`src/rtl/hdlc_line_monitor.sv`:
```
// Multi-channel HDLC line monitor: flag/abort/frame-boundary detection per line,
// frame length checks after zero removal, event pulses and saturating counters.

module hdlc_line_chan #(
    parameter int CNT_WIDTH = 16,
    parameter int MIN_BYTES = 4,
    parameter int MAX_BYTES = 128,
    parameter int LEN_WIDTH = 12
) (
    input  logic                 clk,
    input  logic                 rst,
    input  logic                 bit_en,
    input  logic                 line_bit,
    input  logic                 cnt_clr,
    output logic                 flag_det,
    output logic                 abort_det,
    output logic                 frame_good,
    output logic                 frame_err,
    output logic                 in_frame,
    output logic [CNT_WIDTH-1:0] frame_cnt,
    output logic [CNT_WIDTH-1:0] err_cnt,
    output logic [CNT_WIDTH-1:0] abort_cnt
);
    typedef enum logic {HUNT = 1'b0, OPEN = 1'b1} state_t;

    localparam logic [LEN_WIDTH-1:0] DB_SAT    = '1;
    localparam logic [LEN_WIDTH-1:0] FLAG_HEAD = LEN_WIDTH'(7);
    localparam logic [LEN_WIDTH-1:0] MIN_LEN   = LEN_WIDTH'(MIN_BYTES * 8);
    localparam logic [LEN_WIDTH-1:0] MAX_LEN   = LEN_WIDTH'(MAX_BYTES * 8);
    localparam logic [CNT_WIDTH-1:0] CNT_SAT   = '1;

    state_t               state, state_nxt;
    logic [7:0]           sr, sr_nxt;
    logic [2:0]           ones, ones_nxt;
    logic [LEN_WIDTH-1:0] db, db_nxt, len;
    logic                 flag_nxt, abort_nxt, good_nxt, err_nxt;

    // DB includes the first seven bits of the closing flag, hence the offset.
    assign len      = db - FLAG_HEAD;
    assign in_frame = (state == OPEN);

    always_ff @(posedge clk) begin
        if (rst) begin
            state      <= HUNT;
            sr         <= 8'hFF;
            ones       <= '0;
            db         <= '0;
            flag_det   <= 1'b0;
            abort_det  <= 1'b0;
            frame_good <= 1'b0;
            frame_err  <= 1'b0;
        end else begin
            state      <= state_nxt;
            sr         <= sr_nxt;
            ones       <= ones_nxt;
            db         <= db_nxt;
            flag_det   <= flag_nxt;
            abort_det  <= abort_nxt;
            frame_good <= good_nxt;
            frame_err  <= err_nxt;
        end
    end

    always_comb begin
        state_nxt = state;
        sr_nxt    = sr;
        ones_nxt  = ones;
        db_nxt    = db;
        flag_nxt  = 1'b0;
        abort_nxt = 1'b0;
        good_nxt  = 1'b0;
        err_nxt   = 1'b0;
        if (bit_en) begin
            sr_nxt = {sr[6:0], line_bit};
            if (!line_bit)
                ones_nxt = '0;
            else if (ones != 3'd7)
                ones_nxt = ones + 3'd1;

            if (state == HUNT) begin
                db_nxt = '0;
                if (sr_nxt == 8'h7E) begin
                    flag_nxt  = 1'b1;
                    state_nxt = OPEN;
                end
            end else if (sr_nxt == 8'h7E) begin
                flag_nxt = 1'b1;
                db_nxt   = '0;
                if (db > FLAG_HEAD) begin
                    if (db != DB_SAT && len[2:0] == 3'd0 && len >= MIN_LEN && len <= MAX_LEN)
                        good_nxt = 1'b1;
                    else
                        err_nxt = 1'b1;
                end
            end else if (line_bit && ones == 3'd6) begin
                // Seventh one: abort inside a frame, plain idle right after a flag.
                abort_nxt = (db > FLAG_HEAD);
                state_nxt = HUNT;
                db_nxt    = '0;
            end else if (!(!line_bit && ones == 3'd5)) begin
                if (db != DB_SAT)
                    db_nxt = db + LEN_WIDTH'(1);
            end
        end
    end

    // Clear has priority over a coincident increment.
    always_ff @(posedge clk) begin
        if (rst || cnt_clr) begin
            frame_cnt <= '0;
            err_cnt   <= '0;
            abort_cnt <= '0;
        end else begin
            if (good_nxt && frame_cnt != CNT_SAT)
                frame_cnt <= frame_cnt + CNT_WIDTH'(1);
            if (err_nxt && err_cnt != CNT_SAT)
                err_cnt <= err_cnt + CNT_WIDTH'(1);
            if (abort_nxt && abort_cnt != CNT_SAT)
                abort_cnt <= abort_cnt + CNT_WIDTH'(1);
        end
    end
endmodule

module hdlc_line_monitor #(
    parameter int CHANNELS  = 4,
    parameter int CNT_WIDTH = 16,
    parameter int MIN_BYTES = 4,
    parameter int MAX_BYTES = 128,
    parameter int LEN_WIDTH = $clog2(MAX_BYTES * 8 + 16) + 1
) (
    input  logic                          Clk,
    input  logic                          Rst,
    input  logic [CHANNELS-1:0]           BitEn,
    input  logic [CHANNELS-1:0]           Line,
    input  logic                          CntClr,
    output logic [CHANNELS-1:0]           FlagDet,
    output logic [CHANNELS-1:0]           AbortDet,
    output logic [CHANNELS-1:0]           FrameGood,
    output logic [CHANNELS-1:0]           FrameErr,
    output logic [CHANNELS-1:0]           InFrame,
    output logic [CHANNELS*CNT_WIDTH-1:0] FrameCnt,
    output logic [CHANNELS*CNT_WIDTH-1:0] ErrCnt,
    output logic [CHANNELS*CNT_WIDTH-1:0] AbortCnt
);
    for (genvar c = 0; c < CHANNELS; c++) begin : g_chan
        hdlc_line_chan #(
            .CNT_WIDTH(CNT_WIDTH),
            .MIN_BYTES(MIN_BYTES),
            .MAX_BYTES(MAX_BYTES),
            .LEN_WIDTH(LEN_WIDTH)
        ) u_chan (
            .clk       (Clk),
            .rst       (Rst),
            .bit_en    (BitEn[c]),
            .line_bit  (Line[c]),
            .cnt_clr   (CntClr),
            .flag_det  (FlagDet[c]),
            .abort_det (AbortDet[c]),
            .frame_good(FrameGood[c]),
            .frame_err (FrameErr[c]),
            .in_frame  (InFrame[c]),
            .frame_cnt (FrameCnt[c*CNT_WIDTH +: CNT_WIDTH]),
            .err_cnt   (ErrCnt[c*CNT_WIDTH +: CNT_WIDTH]),
            .abort_cnt (AbortCnt[c*CNT_WIDTH +: CNT_WIDTH])
        );
    end
endmodule

```
`config.mk`:
```
export PLATFORM = sky130hd
export DESIGN_NAME = hdlc_line_monitor
export DESIGN_NICKNAME = d
export VERILOG_FILES = /design/src/rtl/hdlc_line_monitor.sv
export SDC_FILE = /design/constraint.sdc
export NUM_CORES = 1
export LEC_CHECK = 0
export ABC_AREA = 1
export BUFFER_PORTS_ARGS = -buffer_cell sky130_fd_sc_hd__buf_2
export CAP_MARGIN = 30
export CORE_MARGIN = 2
export CORE_UTILIZATION = 45
export DETAILED_ROUTE_END_ITERATION = 8
export SYNTH_ARGS = -nofsm -noshare
export SYNTH_HDL_FRONTEND = slang
export SYNTH_SLANG_ARGS = --single-unit
```
`constraint.sdc`:
```
create_clock -name Clk -period 4.65 [get_ports Clk]
set_clock_uncertainty 0.05 [all_clocks]
set_input_delay 0.465 -clock Clk [delete_from_list [all_inputs] [get_ports Clk]]
set_output_delay 0.465 -clock Clk [all_outputs]
set_load 0.01 [all_outputs]
```
# Word level (Yosys, flattened, before mapping)
# Cells that the tools add are included.
# op_classes
add_sub_neg,24
n_lt_le_gt_ge,12
n_eq_ne,44
muxes,100
n_bitwise,4
n_reduce_logical,53
# ops
operator,count
two-way mux 12 bit,20
"adder 16 x 1 -> 16 bit, second input constant",12
"inequality test 16 bit, second input constant",12
two-way mux 1 bit,72
"adder 12 x 1 -> 12 bit, second input constant",4
"greater-or-equal comparator 12 x 6 -> 1 bit, second input constant",4
"> comparator 12 x 3 -> 1 bit, second input constant",4
"<= comparator 12 x 11 -> 1 bit, second input constant",4
"inequality test 12 bit, second input constant",4
"subtractor 12 x 3 -> 12 bit, second input constant",4
"equality test 8 x 7 -> 1 bit, second input constant",4
logical AND 1 bit,32
"inequality test 4 bit, second input constant",8
"equality test 3 bit, second input constant",8
two-way mux 3 bit,8
"adder 3 x 1 -> 3 bit, second input constant",4
zero test 3 bit,4
"inequality test 3 bit, second input constant",4
AND reduction 3 bit,4
"inequality test 2 x 1 -> 1 bit, second input constant",4
AND reduction 2 bit,4
OR reduction 2 bit,4
zero test 1 bit,4
inverter 1 bit,4
logical OR 1 bit,1
# totals
register_bits,300
inputBits,11
out_inout_bits,212

# Longest topological paths before layout
# depth
ltp_word,11
ltp_mapped,18
ltp_nobuf,17

# Hierarchy
# Synthesis repeated with hierarchy kept, for this count alone.
# unflattened
cells_unflattened,2699
hier_area_um2,17305.3
# by_module_without_submodules
module,n_inst,cells_each,area_per_inst_um2
hdlc_line_chan (g_chan[0].u_chan ...),3,686,4359.2
hdlc_line_chan (g_chan[3].u_chan),1,641,4227.8

# Worst setup path after synthesis
# OpenSTA, ideal clock, no wires.
# synth_timing
path_type,flip-flop to flip-flop
startpoint,register g_chan[2].u_chan.db[0]
endpoint,register g_chan[2].u_chan.frame_cnt[14]
setup_time_ns,0.115
arrival_time_ns,1.971
slack_ns,2.514
path_stages_with_launch,17
path_buffers,1
period_less_slack_ns,2.136
cell_sequence,dfxtp_1 ha_1 nand2_1 nand2_2 nor2_2 nand2_1 nand2_1 nand3_1 nor2_2 nand2_1 nand2_4 nand3_2 nor2_4 buf_6 nand3_1 nand2_1 nor2_1
# synth_via
elab_chain_cells,11
word_cells_on_any_way,15
# synth_lines
element,line,text
"start, declared",35,"logic [LEN_WIDTH-1:0] db, db_nxt, len;"
"start signal, assigned",56,db <= db_nxt;
"parallel branches: the longest is 6 deep, another holds subtractor 12 x 3 -> 12 bit",n/a,
two-way mux 1 bit (*),89,if (db > FLAG_HEAD) begin
two-way mux 1 bit (*),86,end else if (sr_nxt == 8'h7E) begin
two-way mux 1 bit (*),80,if (state == HUNT) begin
two-way mux 1 bit (*),73,if (bit_en) begin
logical AND 1 bit (*),114,if (good_nxt && frame_cnt != CNT_SAT)
"end signal, assigned",115,frame_cnt <= frame_cnt + CNT_WIDTH'(1);
"end, declared",20,"output logic [CNT_WIDTH-1:0] frame_cnt,"
# Every way passes the cells marked *.
# A chain may end at the register's enable or synchronous reset.

# Worst setup path after layout
# layout_timing
startpoint,register g_chan[2].u_chan.db[8]
endpoint,register g_chan[2].u_chan.abort_cnt[10]
# layout_via
elab_chain_cells,6
# layout_lines
element,line,text
> comparator 12 x 3 -> 1 bit,97,abort_nxt = (db > FLAG_HEAD);
two-way mux 1 bit,95,end else if (line_bit && ones == 3'd6) begin
two-way mux 1 bit,86,
two-way mux 1 bit,80,
two-way mux 1 bit,73,
logical AND 1 bit,118,if (abort_nxt && abort_cnt != CNT_SAT)
"end signal, assigned",119,abort_cnt <= abort_cnt + CNT_WIDTH'(1);
"end, declared",22,output logic [CNT_WIDTH-1:0] abort_cnt
# No other way between the ends.

==> metrics <==
share of post-route cells with drive strength above 1=13.2%; MaxCap Viol Count=0; die area=approximately 39000 µm²; switching share of power=a little under a quarter; R2R depth=10; largest net degree at the start of global routing=80; count of different cell masters after synthesis=51; Stages on worst setup path=10; setup_tns=0 ps; Via density=5.18; Psw=about 1.3 mW; Static Leak=8.37 nW; post-CTS setup buffers=0; Slew HR=40.3%; FF-to-FF Start=g_chan[2].u_chan.db[8]; Post-Syn Nets=between 2000 and 3000; Antenna diodes=0; CP bufs+invs=1; Die Y-Extent=between 150 and 200 µm; Setup CP Type=flop to flop; largest stage delay on the critical path=roughly 640 ps; GRT Util Overall=23.2%; clk slew on worst S/H paths=roughly 50 ps; Worst Setup Slack, final=1770 ps; maximum VDD drop=0.255 mV; post-route ant nets=0; Simple-Gate Fraction of Synth Area=39.4%; Setup crit end=g_chan[2].u_chan.abort_cnt[10]; Initial Util=45.8%; Site Rows=70; largest family of logic cells by synthesized area=simple AND/OR/NAND/NOR gates; number of synthesized register bits=300; PostCTS Resize Cnt=0; WL final=roughly 45 mm; Mapped Area=16800 µm²; Syn Area/Cell=6.54 µm²; cell family with most CP delay=simple AND/OR/NAND/NOR gates; critical path, cell by cell=nor2_1 -> nand2_1 -> nor3_1 -> nor4_1 -> nand2_1 -> nor2_1 -> nand2_1 -> inv_1 -> a21oi_1 -> o21a_1; r2r setup slk=1770 ps; RSZ-0062 raised after global routing=false; fraction of synthesized cell area in xor and xnor cells=under 10%; CTS tree=yes; Final nets=2803; sequential share of the synthesized area=between 30 and 40%; Iter 0 DRT Violations=roughly 770; Root Buffer=clkbuf_16; worst slew pin tran=895 ps; mux cell area share after synthesis=0%; Ys Warns=0; Hold Slack=approximately 170 ps; outcome=finished, final reports clean; Post-Syn Instances=2568; first-pass iteration count of the detailed router=5; vias in the first global route=between 15000 and 20000; post-synthesis compound-gate area fraction=9.13%; first-pass GRT wire length=75.1 mm; Power Density=298 nW/µm²; required time of the critical path=5030 ps; Hold Crit Class=primary input to flop; Area Growth Syn to Fin=15.1%; Setup WS pre-CTS=1520 ps; EDFF count, synth=0; CP Launch Point=g_chan[2].u_chan.db[8]; WP data arrival=3260 ps; final cycle utilization of the critical path=61.9%; DRC Markers=0; Avg WL per Cell=13.9 µm; Synth Area in Adders=2.68%; clock sink count=300; Max clock buf depth=3; Die Wd=197 µm; Comb pwr share=3.4%; buffers added on ports=around 220; slowest stage cell, crit path=nor4_1; htree depth=2; fmax=0.347 GHz; area of the core=36700 µm²; via count=16829; Hold Vio Cnt, Final=0; initial antenna violation count=0; max-slew violations=0; Layout fillers=around 3700; Clk network pwr share=51.3%; Post-DP HPWL=around 33 mm; Async S/R FF share, synth=0%; worst r2r dst=g_chan[2].u_chan.abort_cnt[10]; CP dominant cell by count=nand2_1; Routability Congestion=0.881; Crit Path Max Fanout=11; Synth Flop Type=dfxtp_1; CTS Hold Buffers Added=0; CP startpoint kind=flop; Num CTS Buffers=38; Int Power=between 4 and 5 mW; final setup fails=0; min cycle time layout=~2900 ps; grt ovf=0; CP Capture Type=flop; I/O pins=223; clk_lat worst skew=540 ps; sequential share of power=45.4%
==> cells in the mapped netlist (3+ instances only) <==
master / n / area [µm²]
ha_1: 36 / 450
nand4_1: 116 / 726
nor2_2: 17 / 106
nand3_2: 9 / 90.1
xor2_1: 35 / 307
o21a_1: 7 / 52.6
a31oi_1: 6 / 37.5
nor4_1: 26 / 163
o21ai_0: 91 / 455
and3_1: 4 / 25.0
nor3_1: 97 / 485
a21oi_1: 157 / 786
clkbuf_1: 24 / 90.1
dfxtp_1: 300 / 6010
clkinv_1: 3 / 11.3
o21bai_1: 10 / 75.1
buf_4: 25 / 188
nor4_2: 4 / 50.1
buf_6: 6 / 67.6
buf_2: 17 / 85.1
inv_1: 337 / 1260
buf_1: 12 / 45.0
nor2_1: 331 / 1240
nand3b_1: 3 / 22.5
nand2_1: 609 / 2290
nand3_1: 204 / 1020
inv_2: 11 / 41.3
nor2_4: 10 / 113
o21ai_1: 7 / 35.0
nand2_2: 11 / 68.8
xnor2_1: 10 / 87.6
nor3b_1: 8 / 60.1
==> stage by stage <==
step	cell area (µm²)	power, mW	utilization, %	cells
6_report	19300	5.77	52.7	3250
5_1_grt	19300	5.98	52.7	3250
4_1_cts	19300	5.85	52.7	3250
3_5_place_dp	18100	2.87	49.3	3184
2_1_floorplan	16800	2.81	-	2568
3_3_place_gp	18100	2.86	49.3	3184
==> routing by layer <==
layer	routed length, µm	global-route usage (%)	part of all wire, %
met5	0	0	0
met4	1240	8.60	2.8
met3	2590	4.54	5.8
met2	21100	39.5	47
met1	20200	29.0	45
==> cell usage in the layout (no fill, tap or decap), types with 4 or more instances in the layout <==
| cell type | instances |
|---|---|
| nand2_2 | 11 |
| inv_1 | 336 |
| a21oi_1 | 157 |
| nand3_2 | 9 |
| nor4_2 | 4 |
| nor3b_1 | 8 |
| clkbuf_1 | 10 |
| buf_2 | 222 |
| nor2_4 | 11 |
| nand2_1 | 609 |
| inv_2 | 12 |
| clkbuf_8 | 7 |
| xnor2_1 | 10 |
| and3_1 | 4 |
| nand3_1 | 204 |
| o21a_1 | 7 |
| o21ai_1 | 7 |
| ha_1 | 36 |
| nor2_2 | 17 |
| dfxtp_1 | 300 |
| buf_4 | 10 |
| a31oi_1 | 6 |
| nand4_1 | 116 |
| clkinv_2 | 6 |
| xor2_1 | 35 |
| nor4_1 | 26 |
| o21ai_0 | 91 |
| clkbuf_16 | 39 |
| nor2_1 | 330 |
| o21bai_1 | 10 |
| nor3_1 | 97 |
==> power groups by stage <==
stage	registers [mW]	clock network [mW]	logic (mW)
floorplan	2.67	0	0.146
global placement	2.67	0	0.192
detailed placement	2.67	0	0.196
CTS	2.62	3.04	0.196
global route	2.62	3.14	0.224
finish	2.62	2.96	0.194
==> worst min-delay path, stage by stage <==
cell and delay, ps:
buf_2 110, nand2_1 70, nand3_1 80
==> worst min path at each step <==
stage,from,endpoint,cells past startpoint
floorplan,g_chan[0].u_chan.sr[6],g_chan[0].u_chan.sr[6],2
CTS,Line[0],g_chan[0].u_chan.sr[0],3
finish,Line[0],g_chan[0].u_chan.sr[0],3
detailed placement,g_chan[1].u_chan.abort_cnt[4],g_chan[1].u_chan.abort_cnt[4],2
global route,Line[0],g_chan[0].u_chan.sr[0],3
global placement,g_chan[1].u_chan.sr[6],g_chan[1].u_chan.sr[6],2
==> sequential cells by signal, indices dropped and copies added (netlist names) <==
name                      count
g_chan.u_chan.abort_cnt      64
g_chan.u_chan.frame_good      4
g_chan.u_chan.abort_det       4
g_chan.u_chan.sr             28
g_chan.u_chan.flag_det        4
g_chan.u_chan.db             48
g_chan.u_chan.err_cnt        64
g_chan.u_chan.frame_cnt      64
g_chan.u_chan.in_frame        4
g_chan.u_chan.ones           12
g_chan.u_chan.frame_err       4
==> cell type report <==
type | count | area (µm²) | area share (%)
clock inverter | 10 | 129 | 0.666
tap | 468 | 586 | 3.03
timing repair buffer | 232 | 1190 | 6.13
multi-input combinational | 1833 | 9000 | 46.6
inverter | 351 | 1320 | 6.81
clock buffer | 56 | 1110 | 5.74
sequential | 300 | 6010 | 31.1
==> logic make-up (layout without fill, tap and decap cells) <==
logic type | Yosys count | after routing
XOR/XNOR | 45 | 45
flip-flops | 300 | 300
buffers and inverters | 435 | 649
AO/OA/AOI/OAI | 289 | 289
adder cells (fa/ha/maj) | 36 | 36
AND/OR/NAND/NOR | 1463 | 1463
No activity file was read; power rests on OpenSTA's default activity.
